### src/rtl/mem_arbiter_if.sv
// Fetch/data requester ports and the shared memory command/response bundle.
// slave = arbiter side, master = requesters plus memory (environment side).
interface mem_arbiter_if;
    logic        if_req;
    logic [31:0] if_addr;
    logic [31:0] if_rdata;
    logic        if_done;

    logic        d_req;
    logic        d_we;
    logic [31:0] d_addr;
    logic [31:0] d_wdata;
    logic [31:0] d_rdata;
    logic        d_done;

    logic        mem_en;
    logic        mem_we;
    logic [31:0] mem_addr;
    logic [31:0] mem_wdata;
    logic [31:0] mem_rdata;
    logic        mem_ready;

    logic        err;
    logic        busy;
    logic [1:0]  grant;

    modport slave (
        input  if_req, if_addr, d_req, d_we, d_addr, d_wdata, mem_rdata, mem_ready,
        output if_rdata, if_done, d_rdata, d_done, mem_en, mem_we, mem_addr, mem_wdata,
               err, busy, grant
    );

    modport master (
        output if_req, if_addr, d_req, d_we, d_addr, d_wdata, mem_rdata, mem_ready,
        input  if_rdata, if_done, d_rdata, d_done, mem_en, mem_we, mem_addr, mem_wdata,
               err, busy, grant
    );
endinterface

### src/rtl/mem_arbiter.sv
// Round-robin arbiter of a fetch and a data port onto one memory; req->done min 2 cycles.
// Requesters hold req until done; the loser waits in IDLE; ACCESS times out after MAX_WAIT cycles.
module mem_arbiter #(
    parameter int unsigned MAX_WAIT = 15
) (
    input  logic          clk,
    input  logic          reset,
    mem_arbiter_if.slave  bus
);

    typedef enum logic [1:0] {IDLE, ACCESS, RESP} state_t;

    localparam logic [3:0] WAIT_LAST = 4'(MAX_WAIT - 1);

    state_t      state, state_nxt;
    logic [3:0]  wait_cnt;
    logic        cur_data;
    logic        last_data;
    logic        err_q;
    logic        we_q;
    logic [31:0] addr_q;
    logic [31:0] wdata_q;
    logic [31:0] if_rdata_q;
    logic [31:0] d_rdata_q;
    logic        pick_data;
    logic        timeout;

    always_comb begin
        // Data wins if it is alone, or on contention when fetch was served last.
        pick_data = bus.d_req && (!bus.if_req || !last_data);
        timeout   = (wait_cnt == WAIT_LAST);
        state_nxt = state;
        case (state)
            IDLE:    if (bus.if_req || bus.d_req)     state_nxt = ACCESS;
            ACCESS:  if (bus.mem_ready || timeout)    state_nxt = RESP;
            RESP:                                     state_nxt = IDLE;
            default:                                  state_nxt = IDLE;
        endcase
    end

    always_ff @(posedge clk or negedge reset) begin
        if (!reset) begin
            state      <= IDLE;
            wait_cnt   <= 4'd0;
            cur_data   <= 1'b0;
            last_data  <= 1'b1;
            err_q      <= 1'b0;
            we_q       <= 1'b0;
            addr_q     <= 32'd0;
            wdata_q    <= 32'd0;
            if_rdata_q <= 32'd0;
            d_rdata_q  <= 32'd0;
        end else begin
            state <= state_nxt;
            case (state)
                IDLE: begin
                    if (state_nxt == ACCESS) begin
                        cur_data  <= pick_data;
                        last_data <= pick_data;
                        wait_cnt  <= 4'd0;
                        addr_q    <= pick_data ? bus.d_addr : bus.if_addr;
                        we_q      <= pick_data && bus.d_we;
                        wdata_q   <= pick_data ? bus.d_wdata : 32'd0;
                    end
                end
                ACCESS: begin
                    wait_cnt <= wait_cnt + 4'd1;
                    // Leaving ACCESS without mem_ready can only mean the wait expired.
                    if (state_nxt == RESP)
                        err_q <= !bus.mem_ready;
                    if (bus.mem_ready && !we_q) begin
                        if (cur_data) d_rdata_q  <= bus.mem_rdata;
                        else          if_rdata_q <= bus.mem_rdata;
                    end
                end
                default: ;
            endcase
        end
    end

    assign bus.mem_en    = (state == ACCESS);
    assign bus.mem_we    = we_q;
    assign bus.mem_addr  = addr_q;
    assign bus.mem_wdata = wdata_q;
    assign bus.busy      = (state != IDLE);
    assign bus.grant     = (state == IDLE) ? 2'b00 : (cur_data ? 2'b10 : 2'b01);
    assign bus.if_done   = (state == RESP) && !cur_data;
    assign bus.d_done    = (state == RESP) &&  cur_data;
    assign bus.err       = (state == RESP) &&  err_q;
    assign bus.if_rdata  = if_rdata_q;
    assign bus.d_rdata   = d_rdata_q;

endmodule

### src/flat_wrapper.sv
// flat-port wrapper written by rule: the top's interface ports become plain ports
module mem_arbiter_flat 
#(
    parameter int unsigned MAX_WAIT = 15
)
  (clk, reset, bus_if_req, bus_if_addr, bus_d_req, bus_d_we, bus_d_addr, bus_d_wdata, bus_mem_rdata, bus_mem_ready, bus_if_rdata, bus_if_done, bus_d_rdata, bus_d_done, bus_mem_en, bus_mem_we, bus_mem_addr, bus_mem_wdata, bus_err, bus_busy, bus_grant);
  mem_arbiter_if bus_i ();
  input  logic clk;
  input  logic reset;
  input wire logic [$bits(bus_i.if_req)-1:0] bus_if_req;
  input wire logic [$bits(bus_i.if_addr)-1:0] bus_if_addr;
  input wire logic [$bits(bus_i.d_req)-1:0] bus_d_req;
  input wire logic [$bits(bus_i.d_we)-1:0] bus_d_we;
  input wire logic [$bits(bus_i.d_addr)-1:0] bus_d_addr;
  input wire logic [$bits(bus_i.d_wdata)-1:0] bus_d_wdata;
  input wire logic [$bits(bus_i.mem_rdata)-1:0] bus_mem_rdata;
  input wire logic [$bits(bus_i.mem_ready)-1:0] bus_mem_ready;
  output wire logic [$bits(bus_i.if_rdata)-1:0] bus_if_rdata;
  output wire logic [$bits(bus_i.if_done)-1:0] bus_if_done;
  output wire logic [$bits(bus_i.d_rdata)-1:0] bus_d_rdata;
  output wire logic [$bits(bus_i.d_done)-1:0] bus_d_done;
  output wire logic [$bits(bus_i.mem_en)-1:0] bus_mem_en;
  output wire logic [$bits(bus_i.mem_we)-1:0] bus_mem_we;
  output wire logic [$bits(bus_i.mem_addr)-1:0] bus_mem_addr;
  output wire logic [$bits(bus_i.mem_wdata)-1:0] bus_mem_wdata;
  output wire logic [$bits(bus_i.err)-1:0] bus_err;
  output wire logic [$bits(bus_i.busy)-1:0] bus_busy;
  output wire logic [$bits(bus_i.grant)-1:0] bus_grant;
  assign bus_i.if_req = bus_if_req;
  assign bus_i.if_addr = bus_if_addr;
  assign bus_i.d_req = bus_d_req;
  assign bus_i.d_we = bus_d_we;
  assign bus_i.d_addr = bus_d_addr;
  assign bus_i.d_wdata = bus_d_wdata;
  assign bus_i.mem_rdata = bus_mem_rdata;
  assign bus_i.mem_ready = bus_mem_ready;
  assign bus_if_rdata = bus_i.if_rdata;
  assign bus_if_done = bus_i.if_done;
  assign bus_d_rdata = bus_i.d_rdata;
  assign bus_d_done = bus_i.d_done;
  assign bus_mem_en = bus_i.mem_en;
  assign bus_mem_we = bus_i.mem_we;
  assign bus_mem_addr = bus_i.mem_addr;
  assign bus_mem_wdata = bus_i.mem_wdata;
  assign bus_err = bus_i.err;
  assign bus_busy = bus_i.busy;
  assign bus_grant = bus_i.grant;
  mem_arbiter #(.MAX_WAIT(MAX_WAIT)) u_core (.clk(clk), .reset(reset), .bus(bus_i));
endmodule
### config.mk
export PLATFORM = sky130hd
export DESIGN_NAME = mem_arbiter_flat
export DESIGN_NICKNAME = d
export VERILOG_FILES = /design/src/rtl/mem_arbiter_if.sv /design/src/rtl/mem_arbiter.sv /design/src/flat_wrapper.sv
export SDC_FILE = /design/constraint.sdc
export NUM_CORES = 1
export LEC_CHECK = 0
export BUFFER_PORTS_ARGS = -buffer_cell sky130_fd_sc_hd__buf_2
export CAP_MARGIN = 20
export CORE_MARGIN = 2
export CORE_UTILIZATION = 46
export DETAILED_ROUTE_END_ITERATION = 7
export PLACE_DENSITY = 0.89
export SLEW_MARGIN = 0
export SYNTH_ARGS = -nofsm -noshare
export SYNTH_HDL_FRONTEND = slang
export SYNTH_SLANG_ARGS = --single-unit
export TNS_END_PERCENT = 100
### constraint.sdc
create_clock -name clk -period 2.3 [get_ports clk]
set_input_delay 0.115 -clock clk [delete_from_list [all_inputs] [get_ports clk]]
set_output_delay 0.115 -clock clk [all_outputs]
set_load 0.01 [all_outputs]
==> results.ini <==
[setup_path]
startpoint = u_core.state[0]$_DFF_PN0_
end_kind = flop
arrival_ps = 2410
cpLargestDelayFamily = buffers and inverters
reg2reg_to = u_core.bus.mem_addr[28]$_DFFE_PN0P_
reg2reg_setup_slack_ps = 170
worstPathCellList = nor2_2 > and2_1 > buf_4 > a31oi_1 > dlygate4sd3_1
worstPathMaxFanout = 32
cp.required_ps = 2580
ff2ff_path_depth = 5
rr_startpoint = u_core.state[0]$_DFF_PN0_
cpPeakStageDelay_ps = 610
worst_setup_path_start_kind = flop
path_class = reg2reg
critPathBufInv = 2
cp_slowest_cell = dlygate4sd3_1

[yosys]
async_flop_share_pct = 100
ys_warn_count = 0
synth_area_per_cell_um2 = 12.8
synth_cell_types = 36
synth_edf_count = 0
ys_ff_latch = 138
synth_fp_nets = 568
syn_area_um2 = 5540
synthCells = 432
synth-seq-area-share_pct = 62.4
ys.flop_type = dfrtp_1

[timing]
setup_viol = 0
rsz0062_at_grt = false
max_freq_ghz = 0.470
final-max-slew-violation-count = 0
worstMarginPinSlew_ps = 688
skew_ps = 10.5
min_period_ps = 2130
setup_tns_ps = 0
hold_viol_final = 0
period_share_pct = 92.6
relSlewSlack_pct = 54.1

[global_route]
antenna_found_initial = 0
grt_pass1_wl_um = 29300
grt_pass1_vias = 5688
grt_max_degree = 80
grt_overflow = 0
gr-usage-all-layers_pct = 29.2

[finish]
fillCellCount = 717
post_route_cells_drive_above_1_share_pct = 45.8
design_area_um2 = 8920
final_cell_mix = 268 x buf_2, 137 x dfrtp_1, 130 x dlygate4sd3_1
final_common_cell = buf_2
syn_to_final_growth_pct = 61.2
antenna_cells = 0
layout.nets = 964

[run]
maxCapViolCount = 0

[routing]
drcViolationCount = 0
antenna_left = 0
routed_via_density = 5.43
vias = 5365
drt-initial-drc-count = 528
drt-wirelength-per-cell_um = 19.2
first_pass_iters = 6
drt-total-wl_um = 18900

[floorplan]
core_region_area_um2 = 11900
die-area_um2 = 12900
die-height_um = 114
die_w_um = 114
io_pins = 270
start_util_pct = 46.7
rows = 40

[cts]
clockBufferDepth = 2
htree_levels = 4
tritoncts = built
root_buffer = clkbuf_16
hold_buffers = 130
insertion_delay_ps = 410
cts.sinks = 138
cts_buffers = 17
clkTransAtPathRegs_ps = 70
cts_setup_buffers = 0
cts.repair.resized = 0

[placed_design]
place_area_um2 = 7010
gp_congestion = 0.762
port_buffers = 269
hpwlAfterDp_um = 10500

[hold_path]
min_to = u_core.bus.mem_addr[2]$_DFFE_PN0P_
hold_class = in2reg
hp-start = bus_if_addr[2]
holdPathStages = 3

[status]
status = completed

[power]
power_leakage_nw = 4.41
p_per_area_nw_per_um2 = 1360
ir_drop_uv = 594

==> where the power goes <==
part | total [W] | internal, W | switching [W]
combinational | 0.00494 | 0.00249 | 0.00245
sequential | 0.00436 | 0.00358 | 0.000782
clock | 0.00280 | 0.00164 | 0.00116
==> flip-flops by register name (all words and copies together), names as in the netlist <==
register,cells
u_core.bus.d_rdata,32
u_core.bus.if_rdata,32
u_core.bus.mem_addr,32
u_core.bus.mem_wdata,32
u_core.bus.mem_we,1
u_core.cur_data,1
u_core.err_q,1
u_core.last_data,1
u_core.state,2
u_core.wait_cnt,4
==> cells by family after synthesis <==
group,after synthesis,synth area share [%]
XOR/XNOR,2,0.317
AND/OR/NAND/NOR,82,7.01
buffers and inverters,35,3.41
AO/OA/AOI/OAI,108,13.2
adder cells (fa/ha/maj),2,0.452
multiplexers,65,13.2
flip-flops,138,62.4
==> layer usage <==
| layer | routed length [um] | vias to the layer above | GRT usage [%] |
|---|---|---|---|
| met5 | 0 | - | 0 |
| met4 | 724 | 0 | 14.4 |
| met3 | 1530 | 69 | 7.39 |
| met2 | 9700 | 358 | 51.6 |
| met1 | 6980 | 2599 | 33.1 |
| li1 | - | 2339 | - |
==> worst reg2reg max path, delay by kind of cell (launching register included) <==
family | cells | cell delay (ps)
buf+inv | 2 | 950
flops | 1 | 480
simple gates | 2 | 420
compound gates | 1 | 160
==> final cells by class <==
cell class / count / area [um^2] / area share (%)
clock buffers: 17 / 425 / 4.77
clock inverters: 15 / 181 / 2.03
inverters: 3 / 11.3 / 0.126
multi-input cells: 259 / 1900 / 21.3
flip-flops and latches: 138 / 3450 / 38.7
well taps: 147 / 184 / 2.06
repair buffers: 409 / 2760 / 30.9
==> stage by stage <==
step                cells  total power (W)  worst slack (ps)  hold slack, ps  utilization [%]
floorplan             432          0.00660               653            -181                -
global placement      825          0.00819               373           -6.22             59.0
detailed placement    826          0.00845               258           0.771             59.1
CTS                   988           0.0119               237            1.43             75.2
global route          988           0.0127              54.5            11.0             75.2
finish                988           0.0121               170            33.1             75.2
==> synthesized netlist by cell type (2+ instances only) <==
| cell type | number | area share, % |
|---|---|---|
| dfrtp_1 | 137 | 62 |
| nand2_1 | 66 | 4.5 |
| mux2_2 | 63 | 13 |
| a21oi_1 | 34 | 3.1 |
| a22o_1 | 34 | 5.4 |
| a31oi_1 | 32 | 3.6 |
| clkbuf_1 | 14 | 0.95 |
| buf_2 | 10 | 0.90 |
| buf_6 | 6 | 1.2 |
| nor2_1 | 3 | 0.20 |
| a21o_1 | 2 | 0.27 |
| and2_1 | 2 | 0.23 |
| and3b_1 | 2 | 0.32 |
| buf_1 | 2 | 0.14 |
| ha_1 | 2 | 0.45 |
| inv_1 | 2 | 0.14 |
| mux2_1 | 2 | 0.41 |
==> how the worst max path moves through the flow <==
stage	cells past startpoint	end	slack, ps
2_1_floorplan	4	u_core.bus.if_rdata[10]$_DFFE_PN0P_	650
4_1_cts	5	u_core.bus.mem_addr[25]$_DFFE_PN0P_	240
6_report	5	u_core.bus.mem_addr[28]$_DFFE_PN0P_	170
3_5_place_dp	4	u_core.bus.d_rdata[6]$_DFFE_PN0P_	260
3_3_place_gp	4	u_core.bus.d_rdata[30]$_DFFE_PN0P_	370
5_1_grt	5	u_core.bus.mem_addr[28]$_DFFE_PN0P_	50
Power figures use the tool's default switching activity.
